File: src/rtl/stopwatch_pkg.sv
// Shared types and constants for the stopwatch control slice.
// Optional feature macro: STOPWATCH_SATURATE_EN (stop at 99:59 instead of wrapping).
package stopwatch_pkg;

  typedef enum logic [1:0] {
    ST_IDLE    = 2'b00,
    ST_RUNNING = 2'b01,
    ST_PAUSED  = 2'b10,
    ST_DONE    = 2'b11
  } sw_state_t;

  localparam logic [7:0] MAX_SECS = 8'd59;
  localparam logic [7:0] MAX_MINS = 8'd99;

  localparam int DEFAULT_TICK_DIV = 100_000_000;

  // True when the displayed time sits at the last representable value.
  function automatic logic at_max_time(input logic [7:0] s, input logic [7:0] m);
    return (s == MAX_SECS) && (m == MAX_MINS);
  endfunction

endpackage

File: src/rtl/tick_prescaler.sv
// Divides clk down to a one-cycle tick every TICK_DIV cycles while run is high.
// With STOPWATCH_SATURATE_EN, also reports when the next advance would fire a tick.
module tick_prescaler
  import stopwatch_pkg::*;
#(
  parameter int TICK_DIV = DEFAULT_TICK_DIV
) (
  input  logic clk,
  input  logic rst,
  input  logic run,
  input  logic sync_clr,
`ifdef STOPWATCH_SATURATE_EN
  output logic at_last,
`endif
  output logic tick
);

  // TICK_DIV must be at least 2 so the counter has a non-zero width.
  localparam int CW = (TICK_DIV > 1) ? $clog2(TICK_DIV) : 1;
  localparam logic [CW-1:0] LAST = CW'(TICK_DIV - 1);

  logic [CW-1:0] count;

  // Not advancing (run low, no clear) holds the phase so a pause resumes mid-second.
  always_ff @(posedge clk or posedge rst) begin
    if (rst) begin
      count <= '0;
      tick  <= 1'b0;
    end else if (sync_clr) begin
      count <= '0;
      tick  <= 1'b0;
    end else if (run) begin
      if (count == LAST) begin
        count <= '0;
        tick  <= 1'b1;
      end else begin
        count <= count + CW'(1);
        tick  <= 1'b0;
      end
    end else begin
      tick <= 1'b0;
    end
  end

`ifdef STOPWATCH_SATURATE_EN
  assign at_last = (count == LAST);
`endif

endmodule

File: src/rtl/stopwatch_ctrl.sv
// Stopwatch control sequencer: button press detection, IDLE/RUNNING/PAUSED(/DONE) FSM, 1 s tick.
// Optional feature macro: STOPWATCH_SATURATE_EN (enter DONE instead of wrapping past 99:59).
module stopwatch_ctrl
  import stopwatch_pkg::*;
#(
  parameter int TICK_DIV = DEFAULT_TICK_DIV
) (
  input  logic       clk,
  input  logic       rst,
  input  logic       start_btn,
  input  logic       stop_btn,
  input  logic       reset_btn,
  input  logic [7:0] secs,
  input  logic [7:0] mins,
  output logic       count_en,
  output logic       clear,
  output logic       tick,
  output logic [1:0] state
);

  sw_state_t cur;

  logic start_prev, stop_prev, reset_prev;
  logic start_press, stop_press, reset_press;
  logic sat_hit;
  logic run;
  logic sync_clr;

  assign start_press = start_btn & ~start_prev;
  assign stop_press  = stop_btn  & ~stop_prev;
  assign reset_press = reset_btn & ~reset_prev;

`ifdef STOPWATCH_SATURATE_EN
  logic at_last;
  // The tick about to fire would roll 99:59 over; stop there instead.
  assign sat_hit = (cur == ST_RUNNING) && at_last && at_max_time(secs, mins)
                   && !reset_press && !stop_press;
`else
  logic unused_time;
  assign unused_time = ^{secs, mins};
  assign sat_hit     = 1'b0;
`endif

  // Advance only on edges that keep us in RUNNING, so a tick can never land
  // in a cycle where count_en has already dropped.
  assign run      = (cur == ST_RUNNING) && !reset_press && !stop_press && !sat_hit;
  assign sync_clr = reset_press || (cur == ST_IDLE);

  always_ff @(posedge clk or posedge rst) begin
    if (rst) begin
      cur        <= ST_IDLE;
      start_prev <= 1'b0;
      stop_prev  <= 1'b0;
      reset_prev <= 1'b0;
      count_en   <= 1'b0;
      clear      <= 1'b0;
    end else begin
      start_prev <= start_btn;
      stop_prev  <= stop_btn;
      reset_prev <= reset_btn;
      clear      <= reset_press;
      if (reset_press) begin
        cur      <= ST_IDLE;
        count_en <= 1'b0;
      end else begin
        case (cur)
          ST_IDLE: begin
            if (start_press) begin
              cur      <= ST_RUNNING;
              count_en <= 1'b1;
            end
          end
          ST_RUNNING: begin
            if (stop_press) begin
              cur      <= ST_PAUSED;
              count_en <= 1'b0;
            end else if (sat_hit) begin
              cur      <= ST_DONE;
              count_en <= 1'b0;
            end
          end
          ST_PAUSED: begin
            // Stop outranks start, so a simultaneous pair leaves us paused.
            if (start_press && !stop_press) begin
              cur      <= ST_RUNNING;
              count_en <= 1'b1;
            end
          end
          default: begin
          end
        endcase
      end
    end
  end

  assign state = cur;

  tick_prescaler #(
    .TICK_DIV(TICK_DIV)
  ) u_prescaler (
    .clk     (clk),
    .rst     (rst),
    .run     (run),
    .sync_clr(sync_clr),
`ifdef STOPWATCH_SATURATE_EN
    .at_last (at_last),
`endif
    .tick    (tick)
  );

endmodule

File: config.mk
export PLATFORM = sky130hd
export DESIGN_NAME = stopwatch_ctrl
export DESIGN_NICKNAME = d
export VERILOG_FILES = /design/src/rtl/stopwatch_pkg.sv /design/src/rtl/tick_prescaler.sv /design/src/rtl/stopwatch_ctrl.sv
export SDC_FILE = /design/constraint.sdc
export NUM_CORES = 1
export LEC_CHECK = 0
export BUFFER_PORTS_ARGS = -buffer_cell sky130_fd_sc_hd__buf_4
export CAP_MARGIN = 5
export CORE_MARGIN = 2
export CORE_UTILIZATION = 45
export DETAILED_ROUTE_END_ITERATION = 12
export SLEW_MARGIN = 25
export SYNTH_ARGS = -nofsm -noshare
export SYNTH_HDL_FRONTEND = slang
export SYNTH_SLANG_ARGS = --single-unit
export TNS_END_PERCENT = 5
File: constraint.sdc
create_clock -name clk -period 3.95 [get_ports clk]
set_input_delay 0.1975 -clock clk [delete_from_list [all_inputs] [get_ports clk]]
set_output_delay 0.1975 -clock clk [all_outputs]
set_load 0.02 [all_outputs]
==> metrics.txt <==
Clk pin slew, worst setup/hold paths roughly 70 ps; worst path arrival time ~2300 ps; biggest area consumer among synthesized cells dfrtp_1; Hold Vio Cnt, Final 0; placeable core area 4000 um2; Synth Cell Area 1876 um2; post-DR vias/cell 5.827; initial antenna violation count 0; top cell type's share of synthesized area 0.4536; Worst Path Required around 4100 ps; number of max-cap violations 0; skew final just over 5 ps; final period utilization 0.5504; Port Buffers 9; final setup TNS 0 ps; detailed placer's ending HPWL 2.763 mm; FP Rows 23; Gate Count Post-Synth 188; Async SR Flop Fraction 1.000; Hold Path Class in -> async; Total Wirelength between 3 and 4 mm; list of most frequent post-synthesis cells dfrtp_1 (34), nor2_1 (19), nand4_1 (15); clock tree sinks 34; Slew HR 0.5949; CTS root buf clkbuf_8; Final WS setup ~1800 ps; status finished, final reports clean; I/O pins 26; CP max stage delay 430 ps; f_max 460.0 MHz; CP Max Fanout 17; Most used DFF post-synth dfrtp_1; Worst Setup End Kind flip-flop; setup bufs post-CTS 0; vias 1451; RSZ-0062 raised after global routing false; CTS Hold Bufs 0; Pwr per Cell Area 352.7 nW/um2; gr usage total 0.2078; total grt overflow 0; clock latency on the worst-skew pair ~280 ps; GP Congestion 0.7836; Crit Path Category reg -> reg; most frequent cell after synthesis dfrtp_1; TritonCTS clock tree built; EDFF count, synth 0; synthesis-to-finish area growth 9.673%; Seq/Total Area, Yosys 0.4536; cell chain of the critical path ha_1 > nand4_2 > nor4_4 > a21boi_2 > nor2_4 > nor2_1; startpoint types flip-flop; Peak VDD IR ~0.19 mV; post-cts resize count 0; min Tclk post-route between 2000 and 2500 ps; Final nets 221; Antenna diodes 0; Leak roughly 0.8 nW; largest net degree at the start of global routing 35; chip width 68.56 um; DR DRC count 0; delay-heaviest family, CP simple AND/OR/NAND/NOR gates; vias in the first global route 1400; Starting Density 0.4689; Syn Area/Cell ~10 um2; slowest cell on the critical path dfrtp_1; Seq cells post-synth 34; wire per inst 15.75 um; max-slew violations 0; router iterations before antenna repair 4; Buf/Inv on CP 0; final setup violating endpoints 0; clk buf depth 2; die height approximately 70 um; pre-CTS setup slack 1744 ps; share of post-route cells with drive strength above 1 0.1709; Synth warnings 0; Iteration-0 DRC Markers 63; Clock H-tree levels 2; Slew @ Worst Pin between 600 and 700 ps; total CTS buffers 5; synth top area cells dfrtp_1 (45%), xor2_1 (6.1%), nand4_1 (5.0%); synth unique cells 49; Post-DRT Antenna Nets 0; die footprint 4700 um2; first-pass GRT wire length between 6 and 7 mm; Syn Nets 210
==> tightest hold or removal path, stage by stage <==
cell   delay, ps
buf_4        110
inv_1         40
buf_4        380
==> cells by family (layout without fill, tap and decap cells) <==
| logic type | after synthesis | after routing | share of synthesized area |
|---|---|---|---|
| adder cells (fa/ha/maj) | 1 | 1 | 0.006670 |
| buffers and inverters | 11 | 22 | 0.02735 |
| AO/OA/AOI/OAI | 29 | 29 | 0.1061 |
| multiplexers | 1 | 1 | 0.006004 |
| flip-flops | 34 | 34 | 0.4536 |
| AND/OR/NAND/NOR | 98 | 98 | 0.3349 |
| XOR/XNOR | 14 | 14 | 0.06538 |
==> sequential cells by signal, summed over array words and instances, names as in the netlist <==
name / count
u_prescaler.count: 27
state: 2
clear: 1
reset_prev: 1
start_prev: 1
stop_prev: 1
u_prescaler.tick: 1
==> power by group <==
| part | internal (mW) | switching [mW] | total, mW |
|---|---|---|---|
| sequential | 0.362 | 0.0234 | 0.385 |
| clock | 0.121 | 0.117 | 0.238 |
| combinational | 0.0344 | 0.0679 | 0.102 |
| total | 0.517 | 0.208 | 0.725 |
==> final cells by class <==
class | count | area (um2)
fillers | 356 | 1943
multi-input cells | 143 | 973.4
flip-flops and latches | 34 | 850.8
clock buffers | 7 | 76.32
repair buffers | 10 | 75.07
well taps | 50 | 62.56
inverters | 5 | 18.77
==> worst paths after layout <==
path	startpoint	to	slack [ps]	cells past startpoint
min	rst	state[1]$_DFFE_PP0P_	10	3
min reg2reg	reset_prev$_DFF_PP0_	clear$_DFF_PP0_	480	1
min in group clk	start_btn	start_prev$_DFF_PP0_	30	1
max in group asynchronous	rst	u_prescaler.count[20]$_DFFE_PP0P_	3630	3
max	u_prescaler.count[1]$_DFFE_PP0P_	u_prescaler.count[20]$_DFFE_PP0P_	1780	6
max reg2reg	u_prescaler.count[1]$_DFFE_PP0P_	u_prescaler.count[20]$_DFFE_PP0P_	1780	6
==> metal layers <==
layer | GRT usage | share of wire | vias to the layer above
li1 | - | - | 706
met1 | 0.2754 | 0.46 | 714
met2 | 0.3185 | 0.48 | 26
met3 | 0.05844 | 0.036 | 5
met4 | 0.08750 | 0.017 | 0
met5 | 0 | 0 | -
==> layout by cell type, fill, tap and decap left out, types with 2 or more instances in the layout <==
cell type,Yosys,final
dfrtp_1,34,34
nor2_1,19,19
nand4_1,15,15
xor2_1,13,13
nand2_1,12,12
buf_4,2,10
a21oi_1,9,9
nand3_1,7,7
nor2_2,7,7
o21ai_0,5,5
inv_1,5,5
clkbuf_8,0,5
nor2b_1,4,4
a31oi_1,4,4
or3_1,4,4
nand2b_1,3,3
and4_1,3,3
nor3_1,3,3
nand4b_1,2,2
or4_1,2,2
nor4_2,2,2
and2_1,2,2
a22o_1,2,2
clkbuf_1,2,2
==> stage by stage <==
step | std cells | power (mW) | utilization | hold slack [ps] | area (um2)
after detailed placement | 242 | 0.4953 | 0.4952 | 318.5 | 1981
after global routing | 249 | 0.7706 | 0.5142 | 7.900 | 2057
after CTS | 249 | 0.7358 | 0.5142 | 17.43 | 2057
after floorplan | 188 | 0.4664 | - | 228.9 | 1876
after global placement | 242 | 0.4907 | 0.4952 | 313.5 | 1981
final | 249 | 0.7255 | 0.5142 | 12.47 | 2057
No activity file was read; power rests on OpenSTA's default activity.
